[src/rtl/m68k_bus_initiator.sv]
// m68k_bus_initiator: 68000-style async bus-cycle master issuing one read/write per request.
module m68k_bus_initiator #(
    parameter int SYNC_STAGES = 2,
    parameter int TIMEOUT     = 64
) (
    input  logic        clk,
    input  logic        reset,
    input  logic        req,
    input  logic        we,
    input  logic [22:0] addr,
    input  logic [1:0]  be,
    input  logic [15:0] wdata,
    output logic        busy,
    output logic        done,
    output logic        err,
    output logic        timeout,
    output logic [15:0] rdata,
    output logic [22:0] bus_addr,
    output logic [15:0] bus_dout,
    output logic        bus_doe,
    input  logic [15:0] bus_din,
    output logic        rw,
    output logic        as_n,
    output logic        uds_n,
    output logic        lds_n,
    input  logic        dtack_n,
    input  logic        berr_n
);
    typedef enum logic [2:0] {
        S_IDLE, S_ADDR, S_STRB, S_WDS, S_WAIT, S_LATCH, S_END, S_RECOVER
    } state_t;

    state_t state, state_nx;
    logic [SYNC_STAGES-1:0] dsync, bsync;
    logic [7:0] tmr;
    logic       we_r, err_r, to_r, nul;
    logic [1:0] be_r;
    logic       dtack_s, berr_s, accept, expired, strb_on;

    assign dtack_s = dsync[SYNC_STAGES-1];
    assign berr_s  = bsync[SYNC_STAGES-1];
    assign accept  = state == S_IDLE && req && be != 2'b00;
    assign expired = tmr == 8'(TIMEOUT - 1);

    always_ff @(posedge clk or posedge reset) begin
        if (reset) begin
            dsync <= '1;
            bsync <= '1;
        end else begin
            dsync <= {dsync[SYNC_STAGES-2:0], dtack_n};
            bsync <= {bsync[SYNC_STAGES-2:0], berr_n};
        end
    end

    always_ff @(posedge clk or posedge reset) begin
        if (reset)
            state <= S_IDLE;
        else
            state <= state_nx;
    end

    always_comb begin
        state_nx = state;
        case (state)
            S_IDLE:    state_nx = accept ? S_ADDR : S_IDLE;
            S_ADDR:    state_nx = S_STRB;
            S_STRB:    state_nx = we_r ? S_WDS : S_WAIT;
            S_WDS:     state_nx = S_WAIT;
            S_WAIT:    state_nx = !berr_s ? S_END : !dtack_s ? S_LATCH : expired ? S_END : S_WAIT;
            S_LATCH:   state_nx = S_END;
            S_END:     state_nx = S_RECOVER;
            S_RECOVER: state_nx = (dtack_s && berr_s) ? S_IDLE : S_RECOVER;
            default:   state_nx = S_IDLE;
        endcase
    end

    always_ff @(posedge clk or posedge reset) begin
        if (reset) begin
            we_r     <= 1'b0;
            be_r     <= 2'b00;
            bus_addr <= '0;
            bus_dout <= '0;
            rdata    <= '0;
            tmr      <= '0;
            err_r    <= 1'b0;
            to_r     <= 1'b0;
            nul      <= 1'b0;
        end else begin
            nul <= state == S_IDLE && req && be == 2'b00;
            if (accept) begin
                we_r     <= we;
                be_r     <= be;
                bus_addr <= addr;
                bus_dout <= wdata;
            end
            tmr <= state == S_WAIT ? tmr + 8'd1 : 8'd0;
            if (state == S_STRB) begin
                err_r <= 1'b0;
                to_r  <= 1'b0;
            end else if (state == S_WAIT && !berr_s) begin
                err_r <= 1'b1;
            end else if (state == S_WAIT && dtack_s && expired) begin
                err_r <= 1'b1;
                to_r  <= 1'b1;
            end
            if (state == S_LATCH && !we_r)
                rdata <= bus_din;
        end
    end

    // reads strobe data together with as_n; writes hold data strobes back one cycle (WDS)
    always_comb begin
        strb_on = state inside {S_WDS, S_WAIT, S_LATCH} || (state == S_STRB && !we_r);
        busy    = state != S_IDLE;
        done    = state == S_END || nul;
        err     = (state == S_END && err_r) || nul;
        timeout = state == S_END && to_r;
        as_n    = !(state inside {S_STRB, S_WDS, S_WAIT, S_LATCH});
        uds_n   = !(strb_on && be_r[1]);
        lds_n   = !(strb_on && be_r[0]);
        rw      = state == S_IDLE || !we_r;
        bus_doe = we_r && state inside {S_ADDR, S_STRB, S_WDS, S_WAIT, S_LATCH, S_END};
    end
endmodule

[config.mk]
export PLATFORM = sky130hd
export DESIGN_NAME = m68k_bus_initiator
export DESIGN_NICKNAME = d
export VERILOG_FILES = /design/src/rtl/m68k_bus_initiator.sv
export SDC_FILE = /design/constraint.sdc
export NUM_CORES = 1
export LEC_CHECK = 0
export ABC_AREA = 0
export BUFFER_PORTS_ARGS = -buffer_cell sky130_fd_sc_hd__buf_2
export CORE_ASPECT_RATIO = 1.1
export CORE_MARGIN = 2
export CORE_UTILIZATION = 35
export CTS_BUF_LIST = sky130_fd_sc_hd__clkbuf_8
export CTS_CLUSTER_DIAMETER = 60
export DETAILED_ROUTE_END_ITERATION = 10
export HOLD_SLACK_MARGIN = 0.12
export REMOVE_ABC_BUFFERS = 1
export SETUP_SLACK_MARGIN = 0.3
export SLEW_MARGIN = 20
export SYNTH_ARGS = -nofsm -noshare
export SYNTH_HDL_FRONTEND = slang
export SYNTH_SLANG_ARGS = --single-unit
[constraint.sdc]
create_clock -name clk -period 3.2 [get_ports clk]
set_input_delay 0.96 -clock clk [delete_from_list [all_inputs] [get_ports clk]]
set_output_delay 0.96 -clock clk [all_outputs]
set_load 0.02 [all_outputs]
# ---- Word-level counts from Yosys, hierarchy flattened
# Cells that the tools add are included.
dict set report op_classes {
  muxes 13
  n_eq_ne 9
  reduce_logical 33
  add_sub_neg 1
}
# operator count
set op_table {}
lappend op_table {{3-bit case mux with 8 select lines} 1}
lappend op_table {{1-bit logical AND} 14}
lappend op_table {{3-bit equality test, second input constant} 4}
lappend op_table {{3-bit nonzero test} 3}
lappend op_table {{8-bit by 1-bit adder with 8-bit output, second input constant} 1}
lappend op_table {{8-bit by 6-bit equality test with 1-bit output, second input constant} 1}
lappend op_table {{8-bit two-way mux} 1}
lappend op_table {{3-bit by 2-bit equality test with 1-bit output, second input constant} 2}
lappend op_table {{1-bit two-way mux} 6}
lappend op_table {{2-bit two-way mux} 3}
lappend op_table {{3-bit two-way mux} 2}
lappend op_table {{6-bit nonzero test} 1}
lappend op_table {{1-bit zero test} 5}
lappend op_table {{1-bit logical OR} 4}
lappend op_table {{2-bit nonzero test} 2}
lappend op_table {{4-bit nonzero test} 1}
lappend op_table {{3-bit by 1-bit equality test with 1-bit output, second input constant} 1}
lappend op_table {{3-bit zero test} 1}
lappend op_table {{2-bit zero test} 1}
lappend op_table {{2-bit inequality test, second input constant} 1}
lappend op_table {{2-bit AND reduction} 1}
dict set report word_totals {
  output_inout_bits 64
  reg_bits 76
  word_cells 68
  in_bits 63
}

# ---- Longest topological paths before layout
# Gate-level depths: netlist of run 1.
dict set report logic_depth {
  word_depth 6
  mapped_depth 7
  depth_no_buf 4
}

# ---- Worst setup path after synthesis of run 1
# No wires, ideal clock.
dict set report synth_timing {
  path_type {reg-to-output}
  from {register state[1]}
  to {output port timeout}
  path_buffers 1
  stages_incl_launch_ff 4
  t_required_ns 2.240
  arrival_ns 1.291
  slack_ns 0.949
  cell_sequence {dfrtp_1 > clkbuf_1 > nor2b_1 > and3_1}
}
dict set report synth_between {
  elab_chain_cells 2
}
# item line_no
set synth_rtl {}
lappend synth_rtl {{from (decl)} 33} ;# state_t state, state_nx;
lappend synth_rtl {{from (signal assigned)} 59} ;# state <= state_nx;
lappend synth_rtl {{3-bit equality test} 117} ;# timeout = state == S_END && to_r;
lappend synth_rtl {{1-bit logical AND} 117}
lappend synth_rtl {{to (decl)} 16} ;# output logic timeout,
# No other way between the ends.

# ---- Worst setup path in the final report of run 1
# Ends and elaborated chain as after synthesis.

==> metrics.md, run 1 <==
| Metric | Value |
|---|---|
| Status | complete, no violations |
| Post-CTS setup buffer count | 0 |
| Met2 usage | 0.200 |
| Crit Path Class | reg -> out |
| Max incr delay on CP | 590 ps |
| Primary FF master, synth | dfrtp_1 |
| Via count | 2,104 |
| Seq/Total Area, Yosys | 0.595 |
| CTS-repair resized insts | 0 |
| Std-Cell Rows | 36 |
| Num CTS Buffers | 9 |
| Final nets | 409 |
| Layout cell share with drive strength beyond 1 | 0.583 |
| DR DRC count | 0 |
| Top cell family by delay on the critical path | simple AND/OR/NAND/NOR gates |
| Slew HR | 0.333 |
| Max-cap viol count | 0 |
| Critical path arrival | 1680 ps |
| GPL Wtd Cong | 0.705 |
| Chip height | 104 um |
| PortBufs | 126 |
| Final worst slack | 563 ps |
| Pins Over Slew Limit | 0 |
| CP max FO | 12 |
| # IOs | 127 |
| First-pass GRT wire length | 9.94 mm |
| DR WL/cell | 13.4 um |
| CP bufs+invs | 1 |
| Bufs on Longest Clock Path | 2 |
| Hold Path Origin | dsync[0] |
| Fmax | 379 MHz |
| Reg-to-reg startpoint | state[1] |
| Final wirelength | 6.23 mm |
| Async SR Flop Fraction | 1.00 |
| CTS sink cnt | 76 |
| Hold WC Path Type | reg -> reg |
| CORE AREA | 8870 um^2 |
| Setup slack, reg-to-reg | 1040 ps |
| Unrepaired setup endpoints after global routing | false |
| ANT cells | 0 |
| Commonest cells after routing, fill and taps aside | buf_2, dfrtp_1, mux2_4, nand2_1 |
| Drt first pass iters | 4 |
| Leakage power | 2.11 nW |
| Clock Latency Late Sink | 330 ps |
| Vias per cell | 4.53 |
| Clock root cell | clkbuf_8 |
| Worst-Margin Slew | 993 ps |
| Maximum VDD drop | 0.426 mV |
| Avg Synthesized Cell Area | 15.2 um^2 |
| CP Data Required Time | 2240 ps |
| Final number of setup-violating endpoints | 0 |
| P&R area growth vs syn | 30.1% |
| Post-synthesis cell area | 3200 um^2 |
| Fin crit share | 0.824 |
| Clock slew at reported path FFs | 80 ps |
| Met3 Track Usage GR | 0.0355 |
| Post-route antenna net violation count | 0 |
| CP cell instances | nor2b_1 -> and3_1 -> buf_2 |
| Final hold violation count | 0 |
| Starting DRT DRC Count | 43 |
| Number of synthesized register bits | 76 |
| Clock Skew | 7.86 ps |
| Crit. End Element | primary output |
| Initial Util | 0.361 |
| Die X | 95.2 um |
| Synth warnings | 0 |
| Minimum setup slack after placement | 827 ps |
| Worst Setup Start Kind | register |
| Most common cell after layout, fill and taps aside | buf_2 |
| CTS tree | done |
| Crit path launch | state[1] |
| HPWL Detailed | 4.61 mm |
| Ratio of total power to cell area | 976 nW/um^2 |
| Busiest grt layer | met2 |
| Post-Synthesis Cells | 211 |
| Total track usage | 0.128 |
| Die Area | 9940 um^2 |
| Worst path slowest cell | dfrtp_1 |
| Vias in the first global route | 2,078 |
| Total gr overflow | 0 |
| Pin count of the biggest net entering global routing | 46 |
| Post-synth EDFFs | 0 |
| H-tree Lvls | 3 |
| Hold buffer count at CTS | 0 |
| Met1 Usage GRT | 0.167 |
| Unique masters post-synth | 37 |
| Minimum clock period after layout | 2640 ps |
| Power Total | 4.07 mW |
| Initial antenna violation count | 0 |
| Fin Setup TNS | 0 ps |
## per-layer routing
metal / vias to the layer above / wire (um)
li1: 1002 / -
met1: 1013 / 2800
met2: 82 / 2880
met3: 7 / 490
met4: 0 / 68
met5: - / 0
## cell usage after synthesis, drive strengths merged (2+ instances only)
cell type,number,area [um^2]
nand2,11,41.3
nand3,5,25.0
clkbuf,2,7.51
nor2,10,40.0
nand4,2,12.5
buf,7,78.8
and3,6,37.5
dfrtp,72,1800
dfstp,4,105
a21o,2,15.0
a22o,2,17.5
a21oi,5,25.0
inv,5,18.8
mux2,56,777
xor2,5,43.8
xnor2,2,17.5
## per-stage QoR
stage	cells	util	area (um^2)	hold slack, ps
after global routing	464	0.470	4170	361
final	464	0.470	4170	360
after global placement	448	0.445	3950	347
after CTS	464	0.470	4170	360
after floorplan	202	-	3120	345
after detailed placement	448	0.445	3950	347
## sequential cells by signal (all words and copies together) (netlist names)
signal,cells
err_r,1
rdata,16
we_r,1
bus_dout,16
be_r,2
bsync,2
to_r,1
dsync,2
nul,1
bus_addr,23
tmr,8
state,3
## cells by family (layout without fill, tap and decap cells)
group,Yosys count,after routing,share of synthesized area
xor gates and xnor gates,7,7,0.0191
and+or+nand+nor,40,40,0.0664
buffers and inverters,14,153,0.0328
adders and majority gates,1,1,0.00390
DFF,76,76,0.595
AOI/OAI and AO/OA,17,17,0.0402
muxes,56,56,0.242
## worst paths after layout
| kind | endpoint | cells past startpoint |
|---|---|---|
| worst max-delay path | timeout | 3 |
| worst min-delay path | dsync[1] | 0 |
| worst max register to register | bus_addr[16] | 5 |
| worst min register to register | dsync[1] | 0 |
| max in group asynchronous | state[0] | 3 |
| min in group asynchronous | rdata[4] | 2 |
## layout make-up
class / count / area [um^2]
fill: 822 / 4710
sequential: 76 / 1910
multi-input combinational: 121 / 1190
timing repair buffer: 132 / 688
tap: 114 / 143
clock buffer: 10 / 138
clock inverter: 6 / 80.1
inverter: 5 / 20.0
## where the power goes
part	internal (mW)	switching, mW
clock network	0.454	0.334
logic	0.785	0.886
registers	1.36	0.251
total	2.60	1.47
Power figures use the tool's default switching activity.
==> run 2: changes to the inputs <==
Clock period 3.2 ns to 2.5 ns, I/O delays scaled along.
==> metrics.md, run 2 (synthesis results as in run 1) <==
| Metric | Value |
|---|---|
| Max-cap viol count | 0 |
| Total gr overflow | 0 |
| Status | complete, no violations |
| HPWL Detailed | 4.88 mm |
| First-pass GRT wire length | 11.0 mm |
| CP bufs+invs | 2 |
| Worst Setup Start Kind | register |
| Ratio of total power to cell area | 1250 nW/um^2 |
| Comb pwr share | 0.431 |
| Maximum VDD drop | 0.508 mV |
| Slew HR | 0.668 |
| DR WL/cell | 14.4 um |
| Initial Util | 0.361 |
| Final nets | 418 |
| Worst path slowest cell | dfrtp_2 |
| Top cell family by delay on the critical path | flip-flops |
| Final worst slack | 335 ps |
| Int Power | 3.42 mW |
| Commonest cells after routing, fill and taps aside | buf_2, dfrtp_1, mux2_4, buf_4, nand2_1 |
| Minimum setup slack after placement | 439 ps |
| Total track usage | 0.143 |
| Hold WC Path Type | reg -> reg |
| PortBufs | 126 |
| Final number of setup-violating endpoints | 0 |
| Met2 routed WL | 3.32 mm |
| Most frequent cell on the critical path | buf_4 |
| Biggest register | bus_addr |
| DP Cell Count | 447 |
| Worst-Margin Slew | 497 ps |
| CTS tree | done |
| Die Area | 9940 um^2 |
| Critical path arrival | 1410 ps |
| Minimum clock period after layout | 2160 ps |
| Std-Cell Rows | 36 |
| Max incr delay on CP | 460 ps |
| CP Data Required Time | 1750 ps |
| Initial antenna violation count | 0 |
| CP max FO | 6 |
| Final cell count without fillers | 473 |
| Vias in the first global route | 2,236 |
| GPL Wtd Cong | 0.790 |
| ANT cells | 0 |
| Final hold violation count | 0 |
| Crit. End Element | primary output |
| Fin crit share | 0.866 |
| Clock slew at reported path FFs | 80 ps |
| Post-route antenna net violation count | 0 |
| Final Instance Area | 4300 um^2 |
| Drt first pass iters | 4 |
| Util after Layout | 0.485 |
| Die X | 95.2 um |
| Clock root cell | clkbuf_8 |
| Chip height | 104 um |
| Pins Over Slew Limit | 0 |
| Largest registers | bus_addr x23, bus_dout x16, rdata x16 |
| Vias per cell | 4.55 |
| WL met1 | 2.88 mm |
| Max reg flops | 23 |
| # IOs | 127 |
| Final wirelength | 6.80 mm |
| Fmax | 462 MHz |
| Crit Path Class | reg -> out |
| Clock Latency Late Sink | 340 ps |
| Via count | 2,152 |
| Unrepaired setup endpoints after global routing | true |
| Num CTS Buffers | 9 |
| Sw Ratio | 0.366 |
| Met3 WL | 507 um |
| Leakage power | 2.16 nW |
| CORE AREA | 8870 um^2 |
| P&R area growth vs syn | 34.3% |
| Clock power share | 0.187 |
| Area post-placement | 3970 um^2 |
| CP cell instances | buf_4 -> nor2b_4 -> and3_1 -> buf_4 |
| Bufs on Longest Clock Path | 2 |
| Sequential share of power | 0.383 |
| Fin Setup TNS | 0 ps |
| DR DRC count | 0 |
| Hold buffer count at CTS | 0 |
| Layout cell share with drive strength beyond 1 | 0.613 |
| Net Switching | 1.97 mW |
| Clock Skew | 5.10 ps |
| Starting DRT DRC Count | 60 |
| CTS sink cnt | 76 |
| Pin count of the biggest net entering global routing | 31 |
| H-tree Lvls | 3 |
| Most common cell after layout, fill and taps aside | buf_2 |
| Top layer in use | met4 |
## run 2: cell count changes in the layout (fill, tap and decap cells not counted), moves of 3 or more
cell     previous run  this run
dfrtp_2             0         4
dfrtp_1            72        68
buf_4               5        15
buf_12              1         4
buf_2             126       122
## run 2: worst paths after layout
kind | to | startpoint | cells past startpoint | slack (ps)
hold reg to reg | dsync[1] | dsync[0] | 0 | 360
min in group asynchronous | rdata[1] | reset | 2 | 410
setup / recovery | timeout | state[0] | 4 | 340
setup reg to reg | bus_addr[16] | state[1] | 6 | 630
hold / removal | dsync[1] | dsync[0] | 0 | 360
max in group asynchronous | we_r | reset | 3 | 1410
## run 2: layout make-up
cell class              instances  area (um^2)
repair buffers                141          803
flip-flops and latches         76         1910
clock buffers                   9          124
multi-input cells             121         1210
fillers                       811         4570
clock inverters                 7         92.6
well taps                     114          143
inverters                       5         20.0
## run 2: per-layer routing
metal,global-route usage,vias to the layer above
met2,0.221,89
met4,0.0683,0
met1,0.183,1035
met5,0,-
met3,0.0399,8
li1,-,1020
## run 2: what timing repair did
action / in CTS / in global routing
gates resized for setup: 8 / 5
pin swaps: 0 / 1
endpoints found under the hold margin: 0 / 0
buffers inserted: 5 / 5
endpoints found under the setup margin: 7 / 3
## run 2: power groups by stage
| stage | registers [mW] | clock network, mW | logic (mW) |
|---|---|---|---|
| 2_1_floorplan | 2.60 | 0 | 0.895 |
| 3_3_place_gp | 2.08 | 0 | 2.15 |
| 3_5_place_dp | 2.09 | 0 | 2.18 |
| 4_1_cts | 2.07 | 1.06 | 2.29 |
| 5_1_grt | 2.13 | 1.12 | 2.48 |
| 6_report | 2.06 | 1.01 | 2.32 |
## run 2: metrics by stage
step / hold slack (ps) / power (mW)
2_1_floorplan: 345 / 3.50
3_3_place_gp: 348 / 4.22
3_5_place_dp: 347 / 4.26
4_1_cts: 364 / 5.41
5_1_grt: 370 / 5.73
6_report: 360 / 5.39
## run 2: worst register-to-register path, stage by stage, from the launching register on
cell and delay [ps]:
dfrtp_2 490, nor2_4 130, buf_4 110, and3_1 280, o21a_4 200, buf_12 190
mux2_2 360
